## src/rtl/dm_cache_pkg.sv

```systemverilog
// cache_types: shared definitions for the direct-mapped cache.
//   - cache_state_t : controller states
//   - OFFSET_W / LINE_W / WSEL_W : line geometry (32-byte line, 8 words)
//   - ADDR_* / DATA_* : encodings of the controller's mux selects
//   - tag_width()   : tag bits left over once index and offset are removed
package cache_types;

    typedef enum logic [1:0] {
        CHECK     = 2'd0,
        WRITEBACK = 2'd1,
        ALLOCATE  = 2'd2
    } cache_state_t;

    localparam int OFFSET_W = 5;
    localparam int LINE_W   = 256;
    localparam int WSEL_W   = 3;

    // pmem_address source: the requested line, or the line currently resident
    localparam logic ADDR_REQ    = 1'b0;
    localparam logic ADDR_VICTIM = 1'b1;

    // line write source: core write merged into the line, or a fill from pmem
    localparam logic DATA_MERGE = 1'b0;
    localparam logic DATA_FILL  = 1'b1;

    function automatic int tag_width(input int s_index);
        return 32 - OFFSET_W - s_index;
    endfunction

endpackage

```

## src/rtl/dm_cache_control.sv

```systemverilog
// cache_control: sequencing FSM for dm_cache.
//   Inputs : clk, rst (sync, active-high), i_read/i_write (core request),
//            i_hit/i_dirty (lookup of the addressed set), i_pmem_resp.
//   Outputs: o_mem_resp, o_pmem_read, o_pmem_write and the storage strobes
//            o_load_data, o_load_tag, o_set_valid, o_set_dirty, o_clr_dirty,
//            plus mux selects o_addr_sel, o_data_sel.
//
// state     | meaning
// ----------+-----------------------------------------------------------
// CHECK     | idle / lookup; hits complete here in the request cycle
// WRITEBACK | dirty victim being written to pmem, held until pmem_resp
// ALLOCATE  | requested line being filled from pmem, held until pmem_resp
module cache_control
    import cache_types::*;
(
    input  logic clk,
    input  logic rst,
    input  logic i_read,
    input  logic i_write,
    input  logic i_hit,
    input  logic i_dirty,
    input  logic i_pmem_resp,
    output logic o_mem_resp,
    output logic o_pmem_read,
    output logic o_pmem_write,
    output logic o_load_data,
    output logic o_load_tag,
    output logic o_set_valid,
    output logic o_set_dirty,
    output logic o_clr_dirty,
    output logic o_addr_sel,
    output logic o_data_sel
);

    cache_state_t r_state;
    cache_state_t w_next;

    always_ff @(posedge clk) begin
        if (rst) r_state <= CHECK;
        else     r_state <= w_next;
    end

    always_comb begin
        w_next       = r_state;
        o_mem_resp   = 1'b0;
        o_pmem_read  = 1'b0;
        o_pmem_write = 1'b0;
        o_load_data  = 1'b0;
        o_load_tag   = 1'b0;
        o_set_valid  = 1'b0;
        o_set_dirty  = 1'b0;
        o_clr_dirty  = 1'b0;
        o_addr_sel   = ADDR_REQ;
        o_data_sel   = DATA_MERGE;
        case (r_state)
            CHECK: begin
                if (i_read || i_write) begin
                    if (i_hit) begin
                        o_mem_resp = 1'b1;
                        // read+write together behaves as a write
                        if (i_write) begin
                            o_load_data = 1'b1;
                            o_set_dirty = 1'b1;
                        end
                    end else begin
                        w_next = i_dirty ? WRITEBACK : ALLOCATE;
                    end
                end
            end
            WRITEBACK: begin
                o_pmem_write = 1'b1;
                o_addr_sel   = ADDR_VICTIM;
                if (i_pmem_resp) w_next = ALLOCATE;
            end
            ALLOCATE: begin
                o_pmem_read = 1'b1;
                if (i_pmem_resp) begin
                    o_load_data = 1'b1;
                    o_load_tag  = 1'b1;
                    o_set_valid = 1'b1;
                    o_clr_dirty = 1'b1;
                    o_data_sel  = DATA_FILL;
                    w_next      = CHECK;
                end
            end
            default: w_next = CHECK;
        endcase
    end

endmodule

```

## src/rtl/dm_cache.sv

```systemverilog
// dm_cache: direct-mapped, write-back, write-allocate cache between a
// word-wide core port and a 256-bit line-wide physical memory port.
//   Core side : mem_address, mem_read, mem_write, mem_wmask, mem_wdata in;
//               mem_rdata, mem_resp out (hit completes in the request cycle).
//   Pmem side : pmem_address, pmem_read, pmem_write, pmem_wdata out;
//               pmem_rdata, pmem_resp in (level-held request/response).
//   clk, rst  : rst synchronous, active-high.
// Holds the per-set valid/dirty/tag/data arrays, the masked-word merge and
// the pmem address mux; sequencing lives in cache_control.
module dm_cache
    import cache_types::*;
#(
    parameter int S_INDEX = 4
) (
    input  logic              clk,
    input  logic              rst,
    input  logic [31:0]       mem_address,
    input  logic              mem_read,
    input  logic              mem_write,
    input  logic [3:0]        mem_wmask,
    input  logic [31:0]       mem_wdata,
    output logic [31:0]       mem_rdata,
    output logic              mem_resp,
    output logic [31:0]       pmem_address,
    output logic              pmem_read,
    output logic              pmem_write,
    output logic [LINE_W-1:0] pmem_wdata,
    input  logic [LINE_W-1:0] pmem_rdata,
    input  logic              pmem_resp
);

    localparam int SETS  = 1 << S_INDEX;
    localparam int TAG_W = tag_width(S_INDEX);

    logic [SETS-1:0]    r_valid;
    logic [SETS-1:0]    r_dirty;
    logic [TAG_W-1:0]   r_tag  [SETS];
    logic [LINE_W-1:0]  r_data [SETS];

    logic [TAG_W-1:0]   w_req_tag;
    logic [S_INDEX-1:0] w_idx;
    logic [WSEL_W-1:0]  w_wsel;
    logic [1:0]         w_unused_addr;
    logic               w_hit;
    logic               w_mem_resp;
    logic               w_load_data, w_load_tag, w_set_valid;
    logic               w_set_dirty, w_clr_dirty, w_addr_sel, w_data_sel;
    logic [31:0]        w_old_word, w_new_word;
    logic [LINE_W-1:0]  w_merged_line, w_line_in;
    logic [31:0]        w_pmem_addr;

    assign w_req_tag     = mem_address[31 -: TAG_W];
    assign w_idx         = mem_address[OFFSET_W +: S_INDEX];
    assign w_wsel        = mem_address[4:2];
    assign w_unused_addr = mem_address[1:0];

    assign w_hit = r_valid[w_idx] && (r_tag[w_idx] == w_req_tag);

    cache_control u_ctrl (
        .clk          (clk),
        .rst          (rst),
        .i_read       (mem_read),
        .i_write      (mem_write),
        .i_hit        (w_hit),
        .i_dirty      (r_dirty[w_idx]),
        .i_pmem_resp  (pmem_resp),
        .o_mem_resp   (w_mem_resp),
        .o_pmem_read  (pmem_read),
        .o_pmem_write (pmem_write),
        .o_load_data  (w_load_data),
        .o_load_tag   (w_load_tag),
        .o_set_valid  (w_set_valid),
        .o_set_dirty  (w_set_dirty),
        .o_clr_dirty  (w_clr_dirty),
        .o_addr_sel   (w_addr_sel),
        .o_data_sel   (w_data_sel)
    );

    always_comb begin
        w_old_word = r_data[w_idx][{w_wsel, 5'b0} +: 32];
        w_new_word = w_old_word;
        for (int b = 0; b < 4; b++) begin
            if (mem_wmask[b]) w_new_word[b*8 +: 8] = mem_wdata[b*8 +: 8];
        end
        w_merged_line = r_data[w_idx];
        w_merged_line[{w_wsel, 5'b0} +: 32] = w_new_word;
    end

    assign w_line_in = (w_data_sel == DATA_FILL) ? pmem_rdata : w_merged_line;

    // Storage writes are suppressed in a reset cycle so reset wins over a
    // same-cycle hit write; tag/data themselves carry no reset value.
    always_ff @(posedge clk) begin
        if (w_load_data && !rst) r_data[w_idx] <= w_line_in;
        if (w_load_tag && !rst)  r_tag[w_idx]  <= w_req_tag;
    end

    always_ff @(posedge clk) begin
        if (rst) begin
            r_valid <= '0;
            r_dirty <= '0;
        end else begin
            if (w_set_valid) r_valid[w_idx] <= 1'b1;
            if (w_set_dirty)      r_dirty[w_idx] <= 1'b1;
            else if (w_clr_dirty) r_dirty[w_idx] <= 1'b0;
        end
    end

    assign w_pmem_addr = (w_addr_sel == ADDR_VICTIM) ? {r_tag[w_idx], w_idx, 5'b0}
                                                     : {w_req_tag, w_idx, 5'b0};

    // Address reads as zero whenever no line transfer is in progress.
    assign pmem_address = (pmem_read || pmem_write) ? w_pmem_addr : 32'd0;
    assign pmem_wdata   = r_data[w_idx];
    assign mem_rdata    = w_old_word;
    assign mem_resp     = w_mem_resp && !rst;

endmodule
```

## config.mk

```make
export PLATFORM = sky130hd
export DESIGN_NAME = dm_cache
export DESIGN_NICKNAME = d
export VERILOG_FILES = /design/src/rtl/dm_cache_pkg.sv /design/src/rtl/dm_cache_control.sv /design/src/rtl/dm_cache.sv
export SDC_FILE = /design/constraint.sdc
export NUM_CORES = 2
export LEC_CHECK = 0
export ABC_AREA = 0
export CAP_MARGIN = 20
export CORE_MARGIN = 10
export CORE_UTILIZATION = 25
export CTS_BUF_LIST = sky130_fd_sc_hd__clkbuf_4 sky130_fd_sc_hd__clkbuf_8 sky130_fd_sc_hd__clkbuf_16
export CTS_CLUSTER_DIAMETER = 50
export CTS_CLUSTER_SIZE = 25
export DETAILED_ROUTE_END_ITERATION = 12
export RECOVER_POWER = 50
export REMOVE_ABC_BUFFERS = 1
export SKIP_LAST_GASP = 1
export SLEW_MARGIN = 20
export SYNTH_ARGS = -nofsm -noshare
export SYNTH_HDL_FRONTEND = slang
export SYNTH_MEMORY_MAX_BITS = 65536
export SYNTH_SLANG_ARGS = --single-unit
```

## constraint.sdc

```tcl
create_clock -name clk -period 19.9 [get_ports clk]
set_clock_uncertainty 0.2 [all_clocks]
set_input_delay 1.99 -clock clk [delete_from_list [all_inputs] [get_ports clk]]
set_output_delay 1.99 -clock clk [all_outputs]
set_load 0.02 [all_outputs]
```

==> reports/results.ini <==
[status]
outcome = complete, but fails checks
failed_checks = max-capacitance violations, max-slew violations

[clock_tree]
cts.reportedPaths.clkPinSlew_ns = 0.07
cts.htree.levels = 5
ctsRootBufferMaster = sky130_fd_sc_hd__clkbuf_16
postCtsHoldBufs = 0
post_cts_resized = 0
cts.path.max_buffers = 4
post_cts.repair.setup_buffers = 0
cts-buffers-inserted = 388
clock_latency_ns = 1.04
clock_sink_count = 4498
tritoncts = yes

[setup_path]
crit_path_start_kind = input pin
worstPathArrival_ns = 15.60
worstSetupEndpoint = r_data[0][161]$_DFFE_PP_
crit_path_max_fanout = 80
timing.rr.end = r_data[0][161]$_DFFE_PP_
regToRegStartpoint = r_tag[12][22]$_DFFE_PP_
setup.worst_path.start = mem_address[8]
data_required_time_at_the_worst_endpoint_ns = 20.25
ff2ff_path_depth = 12
criticalPathCategory = input pin to register
critPathCaptureType = register
r2r_setup_slack_ns = 10.07

[sta]
setup-tns-final_ns = 0
hold_violations = 0
period_needed_ns = 15.25
worst_hold_slack_ns = 0.250
grt_setup_unrepaired = false
max-slew-margin-rel_pct = -266
worst-slew-pin-transition_ns = 5.48
fmax_mhz = 65.6
timing.final.max_slew_violations = 1048
layout_worst_path_cycle_share_pct = 76.6
final-setup-viol-count = 0

[power]
clock_power_share_pct = 39.7
vdd_ir_drop_max_mv = 0.0755
power.total_w = 0.0209
pwr-share-comb_pct = 8.9
swShare_pct = 25.0
power_report.internal_total_w = 0.0157
static-leakage-power_nw = 63.9
share_seq_of_total_power_pct = 51.4
power_density_normalized_to_cell_area_mw_per_mm2 = 98.9
total_switching_power_w = 0.00523

[placed_design]
gp_routability_congestion = 0.763
postPlaceCellArea_mm2 = 0.198
dp.final_hpwl_um = 334000
buffer_ports.inserted = 644

[global_routing]
grt_start_max_net_pins = 115
antenna_found_initial = 66
grt_overflow_total = 0
grt_first_pass_wirelength_um = 775000
vias_in_the_first_global_route = 91300
groute.usage.overall_pct = 14.6

[route]
drt_first_pass_iters = 6
drcViolationCount = 0
routed_via_density = 4.89
wirelength_um = 569000
initialDrtViolationCount = 11200
ant_nets = 0
routedWlPerCell_um = 30.6
via_count = 90800

[synth]
synth.lib_cells_used.distinct = 61
synth.largest_area_cell = sky130_fd_sc_hd__edfxtp_1
synth_edf_count = 4464
synth_async_sr_flop_share_pct = 0
synth_sequential_area_ratio_pct = 75.8
synthesis.instances = 7810
yosys_most_used_dff = sky130_fd_sc_hd__edfxtp_1
syn_area_per_cell_um2 = 22.8
synth_seq_cells = 4498
synth_top_area_share_pct = 75.4
netlist_area_mm2 = 0.178
area_contributors_post_synth = sky130_fd_sc_hd__edfxtp_1 75%, sky130_fd_sc_hd__mux4_2 18%, sky130_fd_sc_hd__a221o_1 1.1%, sky130_fd_sc_hd__nand2_1 0.76%, sky130_fd_sc_hd__o21ai_0 0.75%
ys_warn_count = 0

[die]
placeableCoreArea_mm2 = 0.708
initial_utilization_pct = 25.1
floorplan.die_area_mm2 = 0.745
number_of_top_level_design_ports = 652
row_count = 309
dieHeight_um = 863
die-width_um = 863

[cells_and_area]
finish.utilization_pct = 29.9
combined_area_of_the_multi_input_logic_cells_mm2 = 0.0415
most-common-layout-cells = 4464 x sky130_fd_sc_hd__edfxtp_1, 1437 x sky130_fd_sc_hd__mux4_2, 559 x sky130_fd_sc_hd__clkdlybuf4s50_1, 394 x sky130_fd_sc_hd__clkbuf_16, 354 x sky130_fd_sc_hd__nand2_1
final_layout_size_suffix_gt1_share_pct = 27.4
design_area_mm2 = 0.211
nFillCells = 68500
sequential_cell_area_mm2 = 0.135
layout.cells.most_common = sky130_fd_sc_hd__edfxtp_1
nets = 9063
flow.area_growth_from_synthesis_pct = 18.9

[min_path]
min_path_type = register to register

[job]
max_cap_violation_count = 43

[power groups by stage]
stage / sequential [W] / clock, W / combinational [W]
6_report: 0.0108 / 0.00829 / 0.00187
5_1_grt: 0.0108 / 0.00880 / 0.00197
4_1_cts: 0.0107 / 0.00846 / 0.00190
3_5_place_dp: 0.0110 / 0 / 0.00189
3_3_place_gp: 0.0110 / 0 / 0.00187
2_1_floorplan: 0.0110 / 0 / 0.000877
[worst max-delay path, stage by stage]
cell,delay (ns)
sky130_fd_sc_hd__buf_8,0.44
sky130_fd_sc_hd__clkbuf_1,3.63
sky130_fd_sc_hd__nand2_1,1.27
sky130_fd_sc_hd__o22ai_1,0.38
sky130_fd_sc_hd__nor3_1,0.14
sky130_fd_sc_hd__xnor2_1,0.34
sky130_fd_sc_hd__nand3_1,0.15
sky130_fd_sc_hd__or4_1,0.50
sky130_fd_sc_hd__nor4_1,1.51
sky130_fd_sc_hd__nand3_1,0.75
sky130_fd_sc_hd__a21oi_4,0.31
sky130_fd_sc_hd__buf_4,0.50
sky130_fd_sc_hd__clkbuf_1,1.96
sky130_fd_sc_hd__buf_4,0.82
sky130_fd_sc_hd__buf_12,0.52
[worst min path at each step]
| stage | from | endpoint | slack, ns | cells after the start |
|---|---|---|---|---|
| 4_1_cts | r_valid[15]$_SDFFE_PP0P_ | r_valid[15]$_SDFFE_PP0P_ | 0.25 | 1 |
| 3_5_place_dp | r_valid[15]$_SDFFE_PP0P_ | r_valid[15]$_SDFFE_PP0P_ | 0.24 | 1 |
| 3_3_place_gp | r_valid[3]$_SDFFE_PP0P_ | r_valid[3]$_SDFFE_PP0P_ | 0.23 | 1 |
| 2_1_floorplan | r_valid[2]$_SDFFE_PP0P_ | r_valid[2]$_SDFFE_PP0P_ | 0.22 | 1 |
| 6_report | r_valid[15]$_SDFFE_PP0P_ | r_valid[15]$_SDFFE_PP0P_ | 0.25 | 1 |
| 5_1_grt | r_valid[15]$_SDFFE_PP0P_ | r_valid[15]$_SDFFE_PP0P_ | 0.28 | 1 |
[synthesized netlist by cell type (50+ instances only)]
| library cell | count |
|---|---|
| sky130_fd_sc_hd__edfxtp_1 | 4464 |
| sky130_fd_sc_hd__mux4_2 | 1437 |
| sky130_fd_sc_hd__nand2_1 | 360 |
| sky130_fd_sc_hd__clkbuf_1 | 284 |
| sky130_fd_sc_hd__o21ai_0 | 268 |
| sky130_fd_sc_hd__a221o_1 | 192 |
| sky130_fd_sc_hd__mux2i_1 | 91 |
| sky130_fd_sc_hd__buf_1 | 88 |
| sky130_fd_sc_hd__a22oi_1 | 81 |
| sky130_fd_sc_hd__buf_2 | 71 |
| sky130_fd_sc_hd__nor2_1 | 66 |
| sky130_fd_sc_hd__nand2b_1 | 50 |
[flip-flops by register name (all words and copies together), names as in the netlist, named ones only]
| name | flops |
|---|---|
| r_valid | 16 |
| u_ctrl.r_state | 2 |
| r_tag | 368 |
| r_data | 4096 |
[routing by layer]
metal	GRT usage, %	vias up	wire length, um
li1	-	35700	-
met1	19.5	50000	230000
met2	24.1	4430	276000
met3	3.00	710	46500
met4	4.14	10	16200
met5	0	-	67
[cells by family (layout without fill, tap and decap cells)]
logic type / count (synthesis) / in the layout / synth area share, %
buf+inv: 482 / 1730 / 1.12
compound gates: 687 / 687 / 2.73
flops: 4498 / 4498 / 75.8
other cells: 1 / 32 / 0.00211
fa+ha+maj: 8 / 8 / 0.0563
mux: 1538 / 1538 / 18.8
xor+xnor: 15 / 15 / 0.0739
simple gates: 581 / 581 / 1.46
[stage by stage]
step	setup WS, ns	cells
final	4.65	18600
after global routing	4.50	18600
after CTS	9.13	18500
after detailed placement	9.10	17800
after global placement	9.10	17800
after floorplan	-1.00	7349
[final cells by class]
class | count | area share [%]
clock buffers | 413 | 4.73
repair buffers | 987 | 4.31
multi-input cells | 2834 | 19.6
flip-flops and latches | 4498 | 63.7
clock inverters | 313 | 1.97
diodes | 27 | 0.0320
inverters | 17 | 0.0349
well taps | 9485 | 5.61
Power figures use the tool's default switching activity.
